<file path="src/rtl/time_set_engine.sv">
// BCD time-set engine: mirrors time_data while idle and lets the user edit HH:MM[:SS]
// with up/down keys, auto-repeat, a commit-on-timeout pulse and cancel.
module time_set_engine #(
    parameter int WITH_SEC     = 0,
    parameter int REPEAT_DELAY = 50,
    parameter int REPEAT_RATE  = 10,
    parameter int TIMEOUT      = 1000,
    localparam int DW          = (WITH_SEC != 0) ? 24 : 16
) (
    input  logic          clk,
    input  logic          reset,
    input  logic          inc_min,
    input  logic          dec_min,
    input  logic          inc_hr,
    input  logic          dec_hr,
    input  logic          show_alarm,
    input  logic          show_time,
    input  logic [DW-1:0] time_data,
    input  logic [DW-1:0] alarm_data,
    output logic [DW-1:0] set_data,
    output logic          editing,
    output logic          commit
);

    localparam int HOLD_MAX = (REPEAT_DELAY > REPEAT_RATE) ? REPEAT_DELAY : REPEAT_RATE;
    localparam int HW       = (HOLD_MAX > 1) ? $clog2(HOLD_MAX + 1) : 1;
    localparam int IW       = $clog2(TIMEOUT + 2);

    typedef enum logic {
        FOLLOW = 1'b0,
        EDIT   = 1'b1
    } state_t;

    state_t        state_q, state_d;
    logic [DW-1:0] data_q, data_d;
    logic [3:0]    prev_q, prev_d;
    logic [HW-1:0] hold_q, hold_d;
    logic [IW-1:0] idle_q, idle_d;
    logic          commit_q, commit_d;

    logic [3:0]    key_vec;
    logic          key_active;
    logic          key_first;
    logic          step;

    function automatic logic [7:0] bcd_clamp(input logic [7:0] v, input logic [7:0] max_v);
        if (v[7:4] > 4'd9 || v[3:0] > 4'd9 || v > max_v) return max_v;
        return v;
    endfunction

    function automatic logic [7:0] bcd_inc(input logic [7:0] v, input logic [7:0] max_v);
        if (v >= max_v) return 8'h00;
        if (v[3:0] == 4'd9) return {v[7:4] + 4'd1, 4'd0};
        return v + 8'd1;
    endfunction

    function automatic logic [7:0] bcd_dec(input logic [7:0] v, input logic [7:0] max_v);
        if (v == 8'h00) return max_v;
        if (v[3:0] == 4'd0) return {v[7:4] - 4'd1, 4'd9};
        return v - 8'd1;
    endfunction

    // Both fields are clamped first so a carry/borrow always lands on a legal hour.
    // Seconds (when present) are left at zero by every step.
    function automatic logic [DW-1:0] apply_step(input logic [DW-1:0] cur, input logic [3:0] key);
        logic [7:0]    hh;
        logic [7:0]    mm;
        logic [DW-1:0] res;
        hh  = bcd_clamp(cur[DW-1 -: 8], 8'h23);
        mm  = bcd_clamp(cur[DW-9 -: 8], 8'h59);
        res = '0;
        case (key)
            4'b0001: begin
                if (mm == 8'h59) begin
                    mm = 8'h00;
                    hh = bcd_inc(hh, 8'h23);
                end else begin
                    mm = bcd_inc(mm, 8'h59);
                end
            end
            4'b0010: begin
                if (mm == 8'h00) begin
                    mm = 8'h59;
                    hh = bcd_dec(hh, 8'h23);
                end else begin
                    mm = bcd_dec(mm, 8'h59);
                end
            end
            4'b0100: hh = bcd_inc(hh, 8'h23);
            4'b1000: hh = bcd_dec(hh, 8'h23);
            default: ;
        endcase
        res[DW-1 -: 8] = hh;
        res[DW-9 -: 8] = mm;
        return res;
    endfunction

    assign key_vec    = {dec_hr, inc_hr, dec_min, inc_min};
    assign key_active = $onehot(key_vec);
    assign key_first  = key_active && (key_vec != prev_q);
    assign step       = key_active && (key_first || hold_q == '0);

    always_comb begin
        state_d  = state_q;
        data_d   = data_q;
        idle_d   = idle_q;
        commit_d = 1'b0;
        prev_d   = key_active ? key_vec : 4'b0000;

        // hold_q counts down to the next auto-repeat step while one key stays held
        if (!key_active)    hold_d = '0;
        else if (key_first) hold_d = HW'(REPEAT_DELAY - 1);
        else if (hold_q == '0) hold_d = HW'(REPEAT_RATE - 1);
        else                hold_d = hold_q - HW'(1);

        if (show_time) begin
            state_d = FOLLOW;
            data_d  = time_data;
            idle_d  = '0;
        end else if (show_alarm) begin
            state_d = EDIT;
            data_d  = alarm_data;
            idle_d  = '0;
        end else if (step) begin
            state_d = EDIT;
            data_d  = apply_step((state_q == FOLLOW) ? time_data : data_q, key_vec);
            idle_d  = '0;
        end else if (state_q == FOLLOW) begin
            data_d = time_data;
            idle_d = '0;
        end else if (TIMEOUT > 0 && idle_q == IW'(TIMEOUT)) begin
            // commit cycle has been shown; drop back to mirroring
            state_d = FOLLOW;
            data_d  = time_data;
            idle_d  = '0;
        end else if (key_active) begin
            idle_d = '0;
        end else if (TIMEOUT > 0) begin
            idle_d = idle_q + IW'(1);
            if (idle_q == IW'(TIMEOUT - 1)) commit_d = 1'b1;
        end
    end

    always_ff @(posedge clk or posedge reset) begin
        if (reset) begin
            state_q  <= FOLLOW;
            data_q   <= '0;
            prev_q   <= '0;
            hold_q   <= '0;
            idle_q   <= '0;
            commit_q <= 1'b0;
        end else begin
            state_q  <= state_d;
            data_q   <= data_d;
            prev_q   <= prev_d;
            hold_q   <= hold_d;
            idle_q   <= idle_d;
            commit_q <= commit_d;
        end
    end

    assign set_data = data_q;
    assign editing  = (state_q == EDIT);
    assign commit   = commit_q;

endmodule

</file>
<file path="config.mk">
export PLATFORM = sky130hd
export DESIGN_NAME = time_set_engine
export DESIGN_NICKNAME = d
export VERILOG_FILES = /design/src/rtl/time_set_engine.sv
export SDC_FILE = /design/constraint.sdc
export NUM_CORES = 1
export LEC_CHECK = 0
export BUFFER_PORTS_ARGS = -buffer_cell sky130_fd_sc_hd__buf_2
export CAP_MARGIN = 5
export CORE_MARGIN = 1
export CORE_UTILIZATION = 48
export DETAILED_ROUTE_END_ITERATION = 10
export HOLD_SLACK_MARGIN = 0.05
export PLACE_DENSITY = 0.69
export RECOVER_POWER = 25
export SYNTH_ARGS = -nofsm -noshare
export SYNTH_HDL_FRONTEND = slang
export SYNTH_SLANG_ARGS = --single-unit
</file>
<file path="constraint.sdc">
create_clock -name clk -period 5.69 [get_ports clk]
set_input_delay 0.8535 -clock clk [delete_from_list [all_inputs] [get_ports clk]]
set_output_delay 0.8535 -clock clk [all_outputs]
set_load 0.01 [all_outputs]
</file>
## After elaboration in Yosys (flattened, before gate mapping)

Cells that the tools add are included.

- Register bits after elaboration: 38
- Input bits: 40
- Output and inout port bits: 18
- Word-level logic and storage cells: 191

- Add/subtract/negate cells: 13
- $lt $le $gt $ge: 8
- Eq/ne operators: 12
- Mux-type cells: 140
- Reductions and logical operators: 12

Operator list:

| cell | number |
|---|---|
| $mux 8 | 33 |
| $mux 16 | 6 |
| $mux 1 | 89 |
| $mux 10 | 6 |
| $pmux 8 s4 | 1 |
| $eq 10x10->1 const B | 2 |
| $mux 6 | 3 |
| $add 8x1->8 const B | 2 |
| $gt 4x4->1 const B | 4 |
| $logic_not 8->1 | 2 |
| $pmux 8 s2 | 1 |
| $sub 8x1->8 const B | 2 |
| $eq 4x4->1 const B | 3 |
| $add 10x1->10 const B | 1 |
| $add 4x1->4 const B | 2 |
| $eq 8x7->1 const B | 1 |
| $ge 8x6->1 const B | 1 |
| $ge 8x7->1 const B | 1 |
| $gt 8x6->1 const B | 1 |
| $gt 8x7->1 const B | 1 |
| $logic_not 4->1 | 2 |
| $sub 4x1->4 const B | 2 |
| $logic_not 6->1 | 1 |
| $sub 6x1->6 const B | 1 |
| other kinds (11) | 17 |

## Depth between registers and ports, before layout

Gate-level depths: netlist of run 1.

- Word-level depth: 33
- Mapped depth: 15
- Mapped depth without buffers: 13

## Worst setup path before layout of run 1

Ideal clock, no wire load.

- Kind: in2reg
- Start: input inc_min
- End: register data_q[12], in the netlist set_data[12]
- Setup time: 0.122 ns
- Data arrival time: 3.187 ns
- Data required time: 5.568 ns
- Slack: 2.381 ns
- Cell stages on the path: 13
- Cell sequence: inv_1 > fa_1 > inv_1 > ha_1 > ha_1 > nor2_1 > nand2_1 > clkbuf_1 > a21oi_1 > nand2_1 > a221o_1 > a21oi_1 > o2bb2ai_1

- Longest elaborated chain between the ends: 9
- Elaborated cells on any way between the ends: 16

Ends and longest elaborated chain:

| what | line | text |
|---|---|---|
| start: declaration | 12 | `input logic inc_min,` |
| $add 1x1->2 (not written as such) | 99 | `assign key_active = $onehot(key_vec);` |
| $add 2x2->3 (not written as such) | 99 |  |
| $eq 3x1->1 | 99 |  |
| $logic_and 1x1->1 | 100 | `assign key_first = key_active && (key_vec != prev_q);` |
| $logic_or 1x1->1 | 101 | `assign step = key_active && (key_first \|\| hold_q == '0);` |
| $logic_and 1x1->1 | 101 |  |
| $mux 16 | 124 | `end else if (step) begin` |
| $mux 16 | 120 | `end else if (show_alarm) begin` |
| $mux 16 | 116 | `if (show_time) begin` |
| end signal: assignment | 154 | `data_q <= data_d;` |
| end: declaration | 35 | `logic [DW-1:0] data_q, data_d;` |

Several ways; a longest one is shown, not always the timed one.
A chain may end at the register's enable or synchronous reset.

## Worst setup path after layout of run 1

- Start: register state_q, in the netlist editing
- End: register data_q[10], in the netlist set_data[10]

- Longest elaborated chain between the ends: 27
- Elaborated cells on any way between the ends: 97

Ends and longest elaborated chain:

| what | line | text |
|---|---|---|
| start: declaration | 34 | `state_t state_q, state_d;` |
| start signal: assignment | 153 | `state_q <= state_d;` |
| branches (longest 27 deep; another with $gt 8x6->1) | - |  |

Several ways; the timed one is not identified. The select of a mux whose other input is x is not followed.

==> results of run 1 <==
[metal layers]
layer	track usage (%)	share of wire, %	vias to the layer above	routed length (um)
li1	-	-	1693	-
met1	37.7	45	1667	4750
met2	44.6	46	147	4910
met3	7.13	8.5	15	906
met4	6.20	0.93	0	99
met5	0	0	-	0
[critical path: cells and delay by family, from the launching register on]
family                     cells  cell delay, ns
AOI/OAI and AO/OA              5            1.50
buffers and inverters          2            0.16
and+or+nand+nor                5            1.15
adders and majority gates      1            0.17
DFF                            1            1.00
[cells in the final DEF, fill, tap and decap left out, types with 10 or more instances in the layout]
| master | count |
|---|---|
| a21oi_1 | 18 |
| a31oi_1 | 10 |
| buf_2 | 57 |
| dfrtp_1 | 38 |
| ha_1 | 19 |
| inv_1 | 26 |
| mux2_2 | 10 |
| mux2i_1 | 12 |
| nand2_1 | 30 |
| nor2_1 | 48 |
| nor3_1 | 15 |
| o21ai_0 | 18 |
| o22ai_1 | 12 |
| xor2_1 | 13 |
[where the power goes]
part	switching, mW	internal [mW]
clock	0.102	0.187
combinational	0.217	0.149
sequential	0.0423	0.297
total	0.361	0.632
[kinds of logic (layout without fill, tap and decap cells)]
kind of cell | Yosys count | in the layout | synth area share (%)
AO/OA/AOI/OAI | 134 | 134 | 27.7
buffers and inverters | 44 | 94 | 6.05
adder cells (fa/ha/maj) | 21 | 21 | 7.27
XOR/XNOR | 21 | 21 | 4.99
flip-flops | 38 | 38 | 25.8
AND/OR/NAND/NOR | 145 | 145 | 21.3
multiplexers | 23 | 23 | 6.93
[per-stage QoR]
stage                     setup WS, ns  std cells  area [um2]
final                             1.63        575        4130
after global routing              1.38        575        4130
after CTS                         1.69        575        4130
after detailed placement          1.76        567        3990
after global placement            1.76        567        3990
after floorplan                   2.38        426        3680
[worst max path at each step]
stage | startpoint | to | slack (ns) | depth (start not counted)
CTS | editing | set_data[10] | 1.69 | 13
global placement | editing | set_data[10] | 1.76 | 13
global route | editing | set_data[10] | 1.38 | 12
finish | editing | set_data[10] | 1.63 | 13
detailed placement | editing | set_data[10] | 1.76 | 13
floorplan | inc_min | set_data[12] | 2.38 | 13
[state kept, by name, summed over array words and instances, names as in the netlist]
signal / count
set_data: 16
idle_q: 10
hold_q: 6
prev_q: 4
commit: 1
editing: 1
[area by class of cell]
type                            count  area, um2
Clock buffer                        6       82.6
Clock inverter                      2       60.1
Fill cell                         683       3200
Inverter                           26       97.6
Multi-Input combinational cell    344       2510
Sequential cell                    38        951
Tap cell                           99        124
Timing Repair Buffer               60        304
==> impl_metrics.csv, run 1 <==
group,metric,value,unit
sta,hold_viol,0,
synthesis,ys.flop_type,"dfrtp_1",
routing,wl_per_cell,18.5,um
synthesis,synthTopCellsByArea,"dfrtp_1 26%, ha_1 6.5%, nor2_1 4.9%",
sta,worst_pin_slew,2.06,ns
synthesis,yosys.area.top_type_share,25.8,%
clocking,cts_buffers,5,
floorplan,die_area,8030,um2
clocking,cts_resized,0,
power,power,994,uW
synthesis,synth_nets,486,
critical_path,path_class,"reg2reg",
synthesis,async_reset_ff_share,100,%
final_layout,fin_nets,535,
placement,place_congestion,0.909,
clocking,clk_pin_slew,0.08,ns
routing,ant_nets,0,
sta,drv_slew,39,
routing,drc_errors,0,
clocking,insertion_delay,0.30,ns
critical_path,cp_cell_sequence,"nor2_1 > a22oi_1 > nor2_1 > and2_1 > inv_1 > ha_1 > inv_1 > or3_1 > a211o_1 > a21oi_2 > nand3_1 > o311ai_0 > a2bb2oi_1",
final_layout,drive_above_1_share,21.0,%
power,peakVddDrop,0.000156,V
critical_path,regToRegStartpoint,"editing",
global_route,grt_pass1_wl,16.9,mm
clocking,postCtsHoldBufs,0,
critical_path,reg2regPathDepth,13,
critical_path,crit_slowest_cell,"dfrtp_1",
sta,fmax,246,MHz
sta,relSlewSlack,-37.6,%
min_path,min-delay-start,"idle_q[0]",
final_layout,final_util,56.3,%
synthesis,yosysTopAreaCell,"dfrtp_1",
floorplan,initial_utilization,50.2,%
synthesis,avgSynthCellArea,8.65,um2
synthesis,syn-instance-count,426,
routing,drtIter0Drc,283,
synthesis,yosys_register_bits,38,
global_route,grt_max_degree,39,
placement,port_buffers,57,
critical_path,path_max_fanout,22,
clocking,tritoncts,"built",
placement,dpl.hpwl,8.25,mm
synthesis,synthMostInstantiatedCell,"nor2_1",
run_status,failed_checks,"max-capacitance violations, max-slew violations",
synthesis,netlist-cell-type-count,79,
clocking,cts_sinks,38,
power,power_density,241,nW/um2
critical_path,max_stage_delay,1.00,ns
sta,post-route-period-util,71.4,%
global_route,grt_pass1_vias,3307,
floorplan,core,7330,um2
final_layout,antenna_cells,0,
critical_path,reg2reg_slack,1.63,ns
min_path,min_to,"idle_q[0]",
critical_path,crit_required,5.91,ns
critical_path,cp-end-kind,"register",
synthesis,netlist_area,3680,um2
sta,skew,0.00809,ns
routing,vias,3522,
flow_run,drv_cap,1,
power,leakagePower,1.69,nW
floorplan,num_rows,31,
clocking,clockBufferDepth,2,
sta,timing.final.crit_period,4.06,ns
floorplan,die_w,89.6,um
critical_path,worst_ep_arrival_time,4.29,ns
clocking,postCtsSetupRepairBufs,0,
global_route,grt_util_all_layers,27.8,%
clocking,root_buffer,"clkbuf_8",
synthesis,ys_top_cells_by_count,"48 x nor2_1, 38 x dfrtp_1, 30 x nand2_1",
sta,setup_viol,0,
routing,avgViaCountPerCell,6.13,
floorplan,fp.dieH,89.6,um
min_path,whs_path_depth,1,
global_route,antenna_found_initial,0,
clocking,htreeDepth,2,
critical_path,startpoint_type,"register",
routing,wl,10.7,mm
sta,rsz0062_at_grt,"no",
min_path,min_path_type,"reg2reg",
global_route,overflow,0,
synthesis,synth-edff-count,0,
sta,holdWs,0.498,ns
routing,dr.pass1.iters,5,
floorplan,ioPinCount,58,
synthesis,synth-seq-area-share,25.8,%
sta,setup_tns,0,ns
run_status,status,"complete, but fails checks",
critical_path,reg2reg_to,"set_data[10]",
synthesis,ys_warn_count,0,
final_layout,syn_to_final_growth,12.1,%
Power figures use the tool's default switching activity.
==> run 2: changes to the inputs <==
Settings changed: PLACE_DENSITY 0.69 to 0.72.
Clock period 5.69 ns to 3.35 ns, I/O delays scaled along.
==> impl_metrics.csv, run 2 (synthesis results as in run 1) <==
group,metric,value,unit
run_status,status,"complete, but fails checks",
run_status,failed_checks,"max-capacitance violations, max-slew violations",
critical_path,crit_slowest_cell,"dfrtp_1",
sta,rsz0062_at_grt,"no",
routing,ant_nets,0,
power,intPower,967,uW
floorplan,die_area,8030,um2
critical_path,cp_num_buf_inv,2,
global_route,antenna_found_initial,0,
sta,post-route-period-util,93.3,%
floorplan,core,7330,um2
routing,wl_per_cell,18.5,um
global_route,grt_max_degree,39,
clocking,cts_sinks,38,
final_layout,antenna_cells,0,
sta,fmax,320,MHz
power,pwr-share-comb,43.4,%
routing,drc_errors,0,
global_route,grt_pass1_wl,17.2,mm
routing,avgViaCountPerCell,6.15,
global_route,grt_util_all_layers,28.5,%
floorplan,initial_utilization,50.2,%
critical_path,worst_ep_arrival_time,3.34,ns
critical_path,startpoint_type,"register",
routing,dr.pass1.iters,5,
critical_path,cp_cell_sequence,"buf_12 > mux2_2 > or3_1 > inv_1 > ha_1 > o21a_1 > a31oi_4 > a211oi_4 > or3b_1 > a31oi_1",
floorplan,die_w,89.6,um
placement,port_buffers,57,
final_layout,mostFrequentLayoutCell,"buf_2",
power,peakVddDrop,0.000293,V
sta,drv_slew,39,
final_layout,syn_to_final_growth,16.0,%
routing,vias,3670,
critical_path,max_stage_delay,0.45,ns
sta,timing.final.crit_period,3.13,ns
final_layout,drive_above_1_share,24.7,%
min_path,min_path_type,"in2reg",
power,switchingPower,637,uW
placement,dpl.hpwl,8.53,mm
clocking,clockBufferDepth,2,
power,netSwitchingFraction,39.7,%
routing,drtIter0Drc,392,
sta,hold_viol,0,
floorplan,ioPinCount,58,
final_layout,fin_nets,557,
clocking,clk_pin_slew,0.08,ns
power,power_density,376,nW/um2
clocking,htreeDepth,2,
power,power_frac_seq,35.0,%
global_route,grt_pass1_vias,3447,
sta,relSlewSlack,-42.4,%
final_layout,largest_register_ff_count,16,
clocking,insertion_delay,0.30,ns
clocking,tritoncts,"built",
final_layout,layout_common_cells,"57 x buf_2, 48 x nor2_1, 38 x dfrtp_1",
critical_path,path_max_fanout,30,
flow_run,drv_cap,1,
sta,worst_pin_slew,2.14,ns
critical_path,cp-end-kind,"register",
global_route,overflow,0,
floorplan,num_rows,31,
critical_path,crit_required,3.57,ns
power,clkPwrFrac,21.5,%
sta,skew,0.00774,ns
sta,setup_tns,0,ns
placement,place_congestion,0.913,
sta,setup_viol,0,
floorplan,fp.dieH,89.6,um
critical_path,crit_family,"compound AO/OA/AOI/OAI gates",
critical_path,path_class,"reg2reg",
clocking,cts_buffers,5,
routing,wl,11.0,mm
clocking,root_buffer,"clkbuf_8",
placement,dpl_worst_slack,0.0868,ns
sta,finalWorstSetupSlack,0.225,ns
power,leakagePower,1.77,nW
[run 2: area by class of cell]
cell class | count | area, um2
well taps | 99 | 124
clock buffers | 6 | 82.6
flip-flops and latches | 38 | 951
fillers | 680 | 3060
multi-input cells | 344 | 2520
clock inverters | 2 | 12.5
repair buffers | 82 | 482
inverters | 26 | 97.6
[run 2: path summary, 6_finish.rpt]
check | start | endpoint | slack (ns) | cells past startpoint
min in group asynchronous | reset | prev_q[1] | 0.97 | 3
setup / recovery | editing | set_data[15] | 0.22 | 10
setup reg to reg | editing | set_data[15] | 0.22 | 10
hold reg to reg | idle_q[0] | idle_q[0] | 0.50 | 1
hold / removal | alarm_data[11] | set_data[11] | 0.44 | 3
max in group asynchronous | reset | set_data[6] | 1.17 | 3
[run 2: per-layer routing]
metal | track usage (%) | share of wire (%) | vias to the layer above
met5 | 0 | 0 | -
met4 | 7.79 | 1.8 | 0
met3 | 5.48 | 8.6 | 22
met2 | 46.9 | 45 | 192
met1 | 38.4 | 44 | 1720
li1 | - | - | 1736
[run 2: what timing repair did]
item | CTS | global route
setup buffers | 0 | 0
hold buffers | 0 | 0
resized for setup | 0 | 3
endpoints found under the setup margin | 0 | 6
[run 2: power groups by stage]
| stage | clock [mW] | combinational, mW | sequential, mW |
|---|---|---|---|
| floorplan | 0 | 0.453 | 0.569 |
| global placement | 0 | 0.673 | 0.566 |
| detailed placement | 0 | 0.681 | 0.568 |
| CTS | 0.350 | 0.686 | 0.559 |
| global route | 0.369 | 0.761 | 0.566 |
| finish | 0.346 | 0.697 | 0.562 |
[run 2: worst register-to-register path, cell delays in order, from the launching register on]
cell      delay, ns
dfrtp_1        0.45
buf_12         0.23
mux2_2         0.37
or3_1          0.40
inv_1          0.13
ha_1           0.24
o21a_1         0.23
a31oi_4        0.13
a211oi_4       0.28
or3b_1         0.39
a31oi_1        0.19
[run 2: per-stage QoR]
step | cell area, um2 | total power, mW | std cells | util (%) | hold slack (ns)
floorplan | 3680 | 1.02 | 426 | - | 0.455
global placement | 4170 | 1.24 | 589 | 56.9 | 0.478
detailed placement | 4170 | 1.25 | 589 | 56.9 | 0.486
CTS | 4260 | 1.60 | 597 | 58.1 | 0.322
global route | 4270 | 1.70 | 597 | 58.3 | 0.458
finish | 4270 | 1.60 | 597 | 58.3 | 0.436
==> run 3: changes to the inputs <==
Settings changed: CELL_PAD_IN_SITES_DETAIL_PLACEMENT set to 1, CELL_PAD_IN_SITES_GLOBAL_PLACEMENT set to 2, CORE_UTILIZATION 48 to 31, CTS_CLUSTER_SIZE set to 25, PLACE_DENSITY 0.72 to unset, PLACE_DENSITY_LB_ADDON set to 0.1.
==> impl_metrics.csv, run 3 (synthesis results as in run 1) <==
group,metric,value,unit
global_route,overflow,0,
final_layout,fin_nets,556,
final_layout,n_fill_cell,1399,
floorplan,ioPinCount,58,
placement,port_buffers,57,
critical_path,crit_slowest_cell,"dfrtp_1",
sta,skew,0.00812,ns
sta,fmax,320,MHz
global_route,grt_pass1_wl,21.4,mm
sta,setup_tns,0,ns
clocking,clk_pin_slew,0.07,ns
critical_path,critPathLaunch,"editing",
routing,dr.pass1.iters,9,
routing,drc_errors,16,
power,power,1.91,mW
sta,relSlewSlack,-49.8,%
floorplan,num_rows,39,
sta,post-route-period-util,93.4,%
routing,wl_per_cell,20.4,um
sta,drv_slew,39,
floorplan,die_area,12300,um2
final_layout,antenna_cells,0,
placement,place_congestion,0.837,
clocking,htreeDepth,2,
critical_path,regToRegStartpoint,"editing",
critical_path,max_stage_delay,0.45,ns
floorplan,initial_utilization,32.0,%
sta,setup_viol,0,
clocking,clockBufferDepth,2,
critical_path,path_max_fanout,9,
global_route,grt_util_all_layers,22.2,%
routing,avgViaCountPerCell,5.66,
clocking,cts_sinks,38,
critical_path,path_common_cell,"inv_1",
critical_path,worst_ep_arrival_time,3.35,ns
run_status,failed_checks,"design-rule violations, max-capacitance violations, max-slew violations",
critical_path,startpoint_type,"register",
critical_path,cp.depth,14,
critical_path,cp_num_buf_inv,3,
sta,worst_pin_slew,2.25,ns
global_route,grt_max_degree,39,
min_path,min-delay-start,"alarm_data[11]",
power,leakagePower,1.81,nW
critical_path,cp-end-kind,"register",
sta,hold_viol,0,
critical_path,reg2reg_slack,0.22,ns
sta,timing.final.crit_period,3.13,ns
clocking,root_buffer,"clkbuf_16",
placement,dpl.hpwl,10.4,mm
clocking,postCtsSetupRepairBufs,0,
sta,rsz0062_at_grt,"yes",
floorplan,die_w,111,um
global_route,antenna_found_initial,0,
clocking,insertion_delay,0.29,ns
clocking,cts_buffers,5,
final_layout,drive_above_1_share,25.6,%
global_route,grt_pass1_vias,3872,
critical_path,crit_required,3.57,ns
min_path,min_path_type,"in2reg",
routing,drtIter0Drc,209,
routing,ant_nets,0,
routing,wl,13.1,mm
critical_path,crit_family,"compound AO/OA/AOI/OAI gates",
power,power_density,429,nW/um2
routing,vias,3625,
flow_run,drv_cap,1,
critical_path,reg2regPathDepth,14,
final_layout,layout_common_cells,"57 x buf_2, 48 x nor2_1, 38 x dfrtp_1",
min_path,min_to,"set_data[11]",
min_path,whs_path_depth,3,
final_layout,mostFrequentLayoutCell,"buf_2",
critical_path,path_class,"reg2reg",
floorplan,core,11500,um2
run_status,status,"complete, but fails checks",
power,peakVddDrop,0.000257,V
critical_path,reg2reg_to,"set_data[13]",
clocking,tritoncts,"built",
final_layout,largest_register_ff_count,16,
final_layout,syn_to_final_growth,20.7,%
floorplan,fp.dieH,111,um
critical_path,cp_cell_sequence,"buf_4 > nor2b_1 > a22oi_2 > nor2_1 > and2_1 > inv_1 > ha_1 > inv_1 > or3_1 > a211o_1 > a21oi_4 > a21boi_2 > o221ai_1 > o21a_1",
[run 3: what timing repair did]
action                     in CTS  in global routing
hold buffers                    0                  0
setup endpoints to repair       0                  7
gates resized for setup         0                  9
[run 3: final cells by class]
class                      count  area [um2]  share of cell area (%)
timing repair buffer          81         474                    10.7
sequential                    38         951                    21.4
multi-input combinational    344        2550                    57.4
clock buffer                   5         125                    2.81
inverter                      26        97.6                    2.20
clock inverter                 3        68.8                    1.55
tap                          143         179                    4.02
[run 3: stage by stage]
| step | worst slack, ns | hold WS (ns) | std cells | utilization [%] | area (um2) |
|---|---|---|---|---|---|
| 2_1_floorplan | 0.271 | 0.455 | 426 | - | 3680 |
| 3_3_place_gp | 0.0904 | 0.482 | 632 | 36.6 | 4220 |
| 3_5_place_dp | 0.0326 | 0.503 | 632 | 36.6 | 4220 |
| 4_1_cts | 0.0603 | 0.364 | 640 | 38.3 | 4410 |
| 5_1_grt | -0.00207 | 0.485 | 640 | 38.6 | 4450 |
| 6_report | 0.223 | 0.449 | 640 | 38.6 | 4450 |
[run 3: metal layers]
layer  track usage, %  up-vias  share of wire (%)
li1                 -     1727                  -
met1             31.3     1818                 49
met2             35.8       70                 47
met4             5.11        0                1.1
met5                0        -                  0
met3             3.06       10                3.5
[run 3: how the worst max path moves through the flow]
| stage | to |
|---|---|
| floorplan | set_data[13] |
| global placement | set_data[6] |
| detailed placement | set_data[6] |
| global route | set_data[10] |
| finish | set_data[13] |
| CTS | set_data[10] |
[run 3: power by group]
| part | switching, mW | total, mW | leakage, nW | internal [mW] |
|---|---|---|---|---|
| clock network | 0.207 | 0.636 | 0.0940 | 0.428 |
| logic | 0.414 | 0.708 | 1.23 | 0.293 |
| registers | 0.0601 | 0.565 | 0.486 | 0.505 |
| total | 0.682 | 1.91 | 1.81 | 1.23 |
[run 3: tightest hold or removal path, cell delays in order]
cell and delay, ns:
buf_2 0.08, a22oi_1 0.05, o21ai_1 0.07
